### config.mk
export PLATFORM = sky130hd
export DESIGN_NAME = prog_loader_flat
export DESIGN_NICKNAME = d
export VERILOG_FILES = /design/src/rtl/prog_loader_if.sv /design/src/rtl/prog_loader.sv /design/src/flat_wrapper.sv
export SDC_FILE = /design/constraint.sdc
export NUM_CORES = 1
export LEC_CHECK = 0
export CAP_MARGIN = 20
export CORE_MARGIN = 1
export CORE_UTILIZATION = 55
export CTS_CLUSTER_SIZE = 20
export DETAILED_ROUTE_END_ITERATION = 10
export MAX_ROUTING_LAYER = met4
export PLACE_DENSITY = 0.8
export SLEW_MARGIN = 0
export SYNTH_ARGS = -nofsm -noshare
export SYNTH_HDL_FRONTEND = slang
export SYNTH_SLANG_ARGS = --single-unit
### constraint.sdc
create_clock -name clk -period 4.2 [get_ports clk]
set_input_delay 0.84 -clock clk [delete_from_list [all_inputs] [get_ports clk]]
set_output_delay 0.84 -clock clk [all_outputs]
set_load 0.005 [all_outputs]
### src/rtl/prog_loader_if.sv
// Byte-stream, CPU-control and instruction-RAM write signals of the program loader.
// master = host/debug side, slave = loader.
interface prog_loader_if;
  logic       start;
  logic       in_valid;
  logic [7:0] in_data;
  logic       in_ready;
  logic       core_rst;
  logic       write;
  logic [7:0] writeop;
  logic [7:0] writeaddr;
  logic       busy;
  logic       done;
  logic       err;
  logic [7:0] count;

  modport master (
    output start, in_valid, in_data,
    input  in_ready, core_rst, write, writeop, writeaddr, busy, done, err, count
  );

  modport slave (
    input  start, in_valid, in_data,
    output in_ready, core_rst, write, writeop, writeaddr, busy, done, err, count
  );
endinterface

### src/rtl/prog_loader.sv
// Boot/program-load sequencer: takes a length-prefixed, checksummed byte stream,
// writes it to instruction RAM and releases the core from reset once the checksum matches.
module prog_loader #(
  parameter int TIMEOUT = 1024
) (
  input  logic               clk,
  input  logic               rst,
  prog_loader_if.slave       bus
);

  localparam logic [2:0] S_IDLE = 3'd0;
  localparam logic [2:0] S_LEN  = 3'd1;
  localparam logic [2:0] S_DATA = 3'd2;
  localparam logic [2:0] S_SUM  = 3'd3;
  localparam logic [2:0] S_RUN  = 3'd4;
  localparam logic [2:0] S_ERR  = 3'd5;

  // Timer only needs to reach TIMEOUT-1; the timeout fires on the idle cycle after that.
  localparam int            TW   = (TIMEOUT > 1) ? $clog2(TIMEOUT) : 1;
  localparam logic [TW-1:0] TLIM = TW'((TIMEOUT > 0) ? TIMEOUT - 1 : 0);

  logic [2:0]    state_q, state_d;
  logic [8:0]    rem_q, rem_d;
  logic [7:0]    sum_q, sum_d;
  logic [7:0]    count_q, count_d;
  logic [7:0]    writeaddr_q, writeaddr_d;
  logic [7:0]    writeop_q, writeop_d;
  logic          write_q, write_d;
  logic [TW-1:0] timer_q, timer_d;

  logic in_ready_w;
  logic accept;
  logic timed_out;

  assign in_ready_w = (state_q == S_LEN) || (state_q == S_DATA) || (state_q == S_SUM);
  assign accept     = bus.in_valid && in_ready_w;
  assign timed_out  = (TIMEOUT > 0) && in_ready_w && !accept && (timer_q == TLIM);

  always_comb begin
    state_d     = state_q;
    rem_d       = rem_q;
    sum_d       = sum_q;
    count_d     = count_q;
    writeop_d   = writeop_q;
    write_d     = 1'b0;
    // Address advances on the edge that ends each write pulse, so it always
    // shows the address being written and ends one past the last byte.
    writeaddr_d = write_q ? writeaddr_q + 8'd1 : writeaddr_q;
    timer_d     = timer_q;
    if (in_ready_w) begin
      timer_d = accept ? '0 : timer_q + TW'(1);
    end

    case (state_q)
      S_IDLE, S_RUN, S_ERR: begin
        if (bus.start) begin
          state_d = S_LEN;
          timer_d = '0;
        end
      end
      S_LEN: begin
        if (accept) begin
          rem_d       = (bus.in_data == 8'h00) ? 9'd256 : {1'b0, bus.in_data};
          sum_d       = 8'h00;
          count_d     = 8'h00;
          writeaddr_d = 8'h00;
          state_d     = S_DATA;
        end
      end
      S_DATA: begin
        if (accept) begin
          write_d   = 1'b1;
          writeop_d = bus.in_data;
          count_d   = count_q + 8'd1;
          sum_d     = sum_q + bus.in_data;
          rem_d     = rem_q - 9'd1;
          if (rem_q == 9'd1) begin
            state_d = S_SUM;
          end
        end
      end
      S_SUM: begin
        if (accept) begin
          state_d = (bus.in_data == sum_q) ? S_RUN : S_ERR;
        end
      end
      default: state_d = S_IDLE;
    endcase

    if (timed_out) begin
      state_d = S_ERR;
    end
  end

  always_ff @(posedge clk or posedge rst) begin
    if (rst) begin
      state_q     <= S_IDLE;
      rem_q       <= '0;
      sum_q       <= '0;
      count_q     <= '0;
      writeaddr_q <= '0;
      writeop_q   <= '0;
      write_q     <= 1'b0;
      timer_q     <= '0;
    end else begin
      state_q     <= state_d;
      rem_q       <= rem_d;
      sum_q       <= sum_d;
      count_q     <= count_d;
      writeaddr_q <= writeaddr_d;
      writeop_q   <= writeop_d;
      write_q     <= write_d;
      timer_q     <= timer_d;
    end
  end

  assign bus.in_ready  = in_ready_w;
  assign bus.busy      = in_ready_w;
  assign bus.done      = (state_q == S_RUN);
  assign bus.err       = (state_q == S_ERR);
  assign bus.core_rst  = (state_q != S_RUN);
  assign bus.write     = write_q;
  assign bus.writeop   = writeop_q;
  assign bus.writeaddr = writeaddr_q;
  assign bus.count     = count_q;

endmodule

### src/flat_wrapper.sv
// flat-port wrapper written by rule: the top's interface ports become plain ports
module prog_loader_flat 
#(
  parameter int TIMEOUT = 1024
)
  (clk, rst, bus_start, bus_in_valid, bus_in_data, bus_in_ready, bus_core_rst, bus_write, bus_writeop, bus_writeaddr, bus_busy, bus_done, bus_err, bus_count);
  prog_loader_if bus_i ();
  input  logic clk;
  input  logic rst;
  input wire logic [$bits(bus_i.start)-1:0] bus_start;
  input wire logic [$bits(bus_i.in_valid)-1:0] bus_in_valid;
  input wire logic [$bits(bus_i.in_data)-1:0] bus_in_data;
  output wire logic [$bits(bus_i.in_ready)-1:0] bus_in_ready;
  output wire logic [$bits(bus_i.core_rst)-1:0] bus_core_rst;
  output wire logic [$bits(bus_i.write)-1:0] bus_write;
  output wire logic [$bits(bus_i.writeop)-1:0] bus_writeop;
  output wire logic [$bits(bus_i.writeaddr)-1:0] bus_writeaddr;
  output wire logic [$bits(bus_i.busy)-1:0] bus_busy;
  output wire logic [$bits(bus_i.done)-1:0] bus_done;
  output wire logic [$bits(bus_i.err)-1:0] bus_err;
  output wire logic [$bits(bus_i.count)-1:0] bus_count;
  assign bus_i.start = bus_start;
  assign bus_i.in_valid = bus_in_valid;
  assign bus_i.in_data = bus_in_data;
  assign bus_in_ready = bus_i.in_ready;
  assign bus_core_rst = bus_i.core_rst;
  assign bus_write = bus_i.write;
  assign bus_writeop = bus_i.writeop;
  assign bus_writeaddr = bus_i.writeaddr;
  assign bus_busy = bus_i.busy;
  assign bus_done = bus_i.done;
  assign bus_err = bus_i.err;
  assign bus_count = bus_i.count;
  prog_loader #(.TIMEOUT(TIMEOUT)) u_core (.clk(clk), .rst(rst), .bus(bus_i));
endmodule
==> Word level (Yosys, flattened, before mapping) <==
Index checks and enable logic that the tools add are counted.
{ "totals": {"wordCells": 68, "in_bits": 12, "mem_bits_ro": 0, "output_inout_bits": 30, "reg_bits": 55, "latch_bits": 0, "ram_bits": 0, "mem_count": 0} }
{ "classes": {"div_mod_pow": 0, "n_mux": 26, "n_addsub": 5, "shift": 0, "n_eq_ne": 16, "n_bitwise": 0, "multipliers": 0, "n_lt_le_gt_ge": 0, "n_reduce_logical": 13} }
{ "op_table": {"columns": ["cell", "count"], "rows": [
  ["2-to-1 mux 8 bit", 6],
  ["2-to-1 mux 10 bit", 4],
  ["case mux 8 bit (2 select lines)", 2],
  ["2-to-1 mux 9 bit", 3],
  ["2-to-1 mux 3 bit", 6],
  ["case mux 9 bit (2 select lines)", 1],
  ["adder 8 x 1 -> 8 bit, second input constant", 2],
  ["case mux 3 bit (4 select lines)", 1],
  ["adder 10 x 1 -> 10 bit, second input constant", 1],
  ["equality test 10 bit, second input constant", 1],
  ["equality test 9 x 1 -> 1 bit, second input constant", 1],
  ["!= test 3 x 1 -> 1 bit, second input constant", 3],
  ["subtractor 9 x 1 -> 9 bit, second input constant", 1],
  ["adder 8 bit", 1],
  ["equality test 8 bit", 1],
  ["zero test 8 bit", 1],
  ["equality test 3 x 2 -> 1 bit, second input constant", 2],
  ["equality test 3 bit, second input constant", 2],
  ["!= test 3 x 2 -> 1 bit, second input constant", 2],
  ["AND reduction 5 bit", 1],
  ["!= test 2 x 1 -> 1 bit, second input constant", 2],
  ["equality test 3 x 1 -> 1 bit, second input constant", 1],
  ["logical AND 1 bit", 3],
  ["zero test 3 bit", 1],
  ["other kinds (8)", 11]
]} }

==> Logic depth before layout (Yosys ltp) <==
{ "depth": {"ltp_word": 9, "mapped_depth": 7, "depth_no_buf": 7} }

==> Worst setup path after synthesis <==
No wires, ideal clock.
{ "synth_path": {"path_kind": "input port to flip-flop", "startpoint": "input bus_in_data[1]", "endpoint": "register u_core.sum_q[7]", "arrival_time_ns": 2.259, "slack_ns": 1.855, "setup_time_ns": 0.087, "n_path_buf": 0, "stages": 6, "required_time_ns": 4.113, "path_cell_list": "ha_1 -> a211oi_2 -> o211ai_1 -> and3_1 -> or4_1 -> o211ai_1"} }
{ "synth_via": {"elab_chain_cells": 3} }
{ "synth_rtl": {"columns": ["item", "line", "text"], "rows": [
  ["start, declared", "flat_wrapper.sv:12", "input wire logic [$bits(bus_i.in_data)-1:0] bus_in_data;"],
  ["adder 8 bit", "prog_loader.sv:75", "sum_d = sum_q + bus.in_data;"],
  ["2-to-1 mux 8 bit", "prog_loader.sv:71", "if (accept) begin"],
  ["case mux 8 bit (2 select lines)", "prog_loader.sv:54", "case (state_q)"],
  ["end signal, assigned", "prog_loader.sv:108", "sum_q <= sum_d;"],
  ["end, declared", "prog_loader.sv:24", "logic [7:0] sum_q, sum_d;"]
]} }
Every way passes these cells. The select of a mux whose other input is x is not followed.
A chain may end at the register's enable or synchronous reset.

==> Worst setup path in the final report <==
{ "layout_path": {"startpoint": "register u_core.state_q[1]", "endpoint": "output bus_busy"} }
{ "layout_via": {"elab_chain_cells": 3, "elab_cells_between_ends": 5, "cone_classes": "eq/ne: 3; reduce/logical: 2"} }
{ "layout_rtl": {"columns": ["item", "line", "text"], "rows": [
  ["start, declared", "prog_loader.sv:22", "logic [2:0] state_q, state_d;"],
  ["start signal, assigned", "prog_loader.sv:106", "state_q <= state_d;"],
  ["equality test 3 x 1 -> 1 bit / equality test 3 x 2 -> 1 bit (equally long branches)", "prog_loader.sv:35", "assign in_ready_w = (state_q == S_LEN) || (state_q == S_DATA) || (state_q == S_SUM);"],
  ["logical OR 1 bit", "prog_loader.sv:35", null],
  ["logical OR 1 bit (*)", "prog_loader.sv:35", null],
  ["end, declared", "flat_wrapper.sv:18", "output wire logic [$bits(bus_i.busy)-1:0] bus_busy;"]
]} }
Mark *: on every way between the ends. The rest lies on a longest branch, timed or not.

==> results_dict.tcl <==
set metrics [dict create \
    status "finished clean" \
    first_iter_violations 211 \
    netlist_area_um2 3030 \
    die_height_um 76.23 \
    worstPathRequired_ps 3360 \
    cts_buffer_depth 2 \
    rsz0062_at_grt "false" \
    hp-class "reg2reg" \
    cp-end-kind "output port" \
    initial_utilization_pct 58.22 \
    ctsHoldBuffers 0 \
    grt_pass1_wl_um 10690 \
    fin_crit_ps 2810 \
    dp_hpwl_um 4520 \
    num_antenna_cells 0 \
    cts-root-buf "clkbuf_8" \
    layout_common_cells "nand2_1, dfrtp_1, clkdlybuf4s50_1" \
    min_period_over_period_pct 66.89 \
    start_kind "flop" \
    core-area_um2 5205 \
    antenna_found_initial 0 \
    slew_headroom_pct 41.82 \
    drtPass1Iterations 4 \
    core.rowCount 26 \
    worst_pin_slew_ps 871.4 \
    ios 42 \
    comb_power_share_pct 40.9 \
    multi_input_area_um2 1541 \
    place_area_um2 3480 \
    place_congestion 0.9203 \
    cts.htree.levels 2 \
    synth_cell_types 50 \
    grt.total_usage_pct 23.38 \
    synthArstFlopShare_pct 100.0 \
    drc_errors 0 \
    die_x_um 76.23 \
    routed_wl_um 6216 \
    cts_resized 0 \
    cts_buffers 5 \
    fin_skew_ps 4.181 \
    drv_slew 0 \
    drive_gt1_share_pct 4.255 \
    viasPerCell 5.601 \
    max-cap-violations 0 \
    finalSetupViolCount 0 \
    fin_setup_tns_ps 0 \
    syn_area_per_cell_um2 8.966 \
    crit_type "reg2out" \
    fill_cells 434 \
    postSynthCellCount 338 \
    yosysTopAreaCell "dfrtp_1" \
    synth_warnings 0 \
    p_clk_share_pct 16.1 \
    p_sw_w 0.0007394 \
    hold_viol_final 0 \
    p_per_area_nw_per_um2 536.5 \
    syn-num-nets 363 \
    fmax_mhz 355.9 \
    grt-ovfl-total 0 \
    worst_ep_arrival_time_ps 1970 \
    synth-edff-count 0 \
    setup_ws_ps 1390 \
    synth_area_leaders "dfrtp_1, nand2_1, ha_1" \
    pwr-share-seq_pct 43.1 \
    clkTransAtPathRegs_ps 100 \
    layout.area.seq_um2 1376 \
    p_sw_share_pct 38.52 \
    final_area_um2 3578 \
    synth_top_cell_area_share_pct 45.42 \
    post_cts_buffers 0 \
    via_count 2498 \
    io_buffers 41 \
    first_global_vias 2287 \
    p_int_w 0.001180 \
    clkLatencyLatePin_ps 310 \
    ys_ff_latch 55 \
    avgRoutedWirePerCell_um 13.94 \
    ir_drop_mv 0.3936 \
    syn2layout_area_growth_pct 18.08 \
    synth_ff_type "dfrtp_1" \
    ant_nets 0 \
    pre_cts_slack_ps 1173 \
    nets 400 \
    ys_seq_area_share_pct 45.42 \
    p_leak_nw 1.594 \
    grt_max_degree 44 \
    cts_tree "done" \
    path_max_fanout 12 \
    die-area_um2 5811 \
    cts_sinks 55 \
]
[area by class of cell]
cell class	instances	share of cell area, %
repair buffers	43	11.89
inverters	13	1.364
flip-flops and latches	55	38.46
clock buffers	6	2.308
clock inverters	2	0.4545
well taps	70	2.448
multi-input cells	257	43.08
[worst max-delay path: stages (launching register included)]
cell and delay [ps]:
dfrtp_1 650, nor2_1 110, or2_1 260, inv_2 130, clkdlybuf4s50_1 520
[path summary, 6_finish.rpt]
check                                 startpoint  cells past startpoint  slack [ps]                    end
max                            u_core.state_q[1]                      4        1390               bus_busy
min                        u_core.bus.writeop[7]                      2         490  u_core.bus.writeop[7]
max reg2reg                    u_core.state_q[1]                      6        2090      u_core.timer_q[9]
min reg2reg                u_core.bus.writeop[7]                      2         490  u_core.bus.writeop[7]
max in group asynchronous                    rst                      3        2470    u_core.bus.count[6]
min in group asynchronous                    rst                      2        1030      u_core.state_q[1]
[routing by layer]
layer,routed length (µm),track usage (%),part of all wire [%],up-vias
li1,-,-,-,1254
met4,87,6.731,1.4,0
met2,2917,37.66,47,42
met3,210,3.832,3.4,11
met5,0,-,0,-
met1,3000,30.58,48,1191
[through the flow]
step / utilization (%) / total power [W] / instances / hold WS (ps)
after floorplan: - / 0.001338 / 338 / 453.0
after CTS: 68.75 / 0.001938 / 446 / 491.1
after global routing: 68.75 / 0.002082 / 446 / 520.3
after detailed placement: 66.85 / 0.001625 / 438 / 466.5
final: 68.75 / 0.001920 / 446 / 488.8
after global placement: 66.85 / 0.001602 / 438 / 458.8
[synthesized netlist by cell type (4+ instances only)]
cell	instances
or4_1	4
clkbuf_1	8
nand2_1	55
nand3_1	9
o21ai_1	4
or3_1	7
and3_1	6
dfrtp_1	55
xnor2_1	5
ha_1	12
o21ai_0	24
nor4_1	5
nor2_1	32
inv_1	12
o211ai_1	5
nor3_1	5
a21oi_1	19
nor3b_1	6
xor2_1	16
nand4_1	6
[flip-flops by register name, indices dropped and copies added, names as in the netlist]
signal,count
u_core.sum_q,8
u_core.bus.writeop,8
u_core.state_q,3
u_core.bus.write,1
u_core.timer_q,10
u_core.bus.count,8
u_core.rem_q,9
u_core.bus.writeaddr,8
[power by group through the flow]
stage / Clock, W / Sequential [W] / Combinational [W]
global placement: 0 / 0.000828 / 0.000774
CTS: 0.000319 / 0.000825 / 0.000794
floorplan: 0 / 0.000776 / 0.000562
global route: 0.000336 / 0.000853 / 0.000893
detailed placement: 0 / 0.000834 / 0.000791
finish: 0.000308 / 0.000826 / 0.000785
[logic make-up (layout without fill, tap and decap cells)]
logic type      count (synthesis)  in the layout  share of synthesized area (%)
fa+ha+maj                      13             13                          5.615
xor+xnor                       22             22                          6.606
mux                             2              2                         0.6606
compound gates                 72             72                          14.49
simple gates                  148            148                          23.49
buf+inv                        26             64                          3.716
flops                          55             55                          45.42
Note: power is estimated with default switching activity, not from simulation.
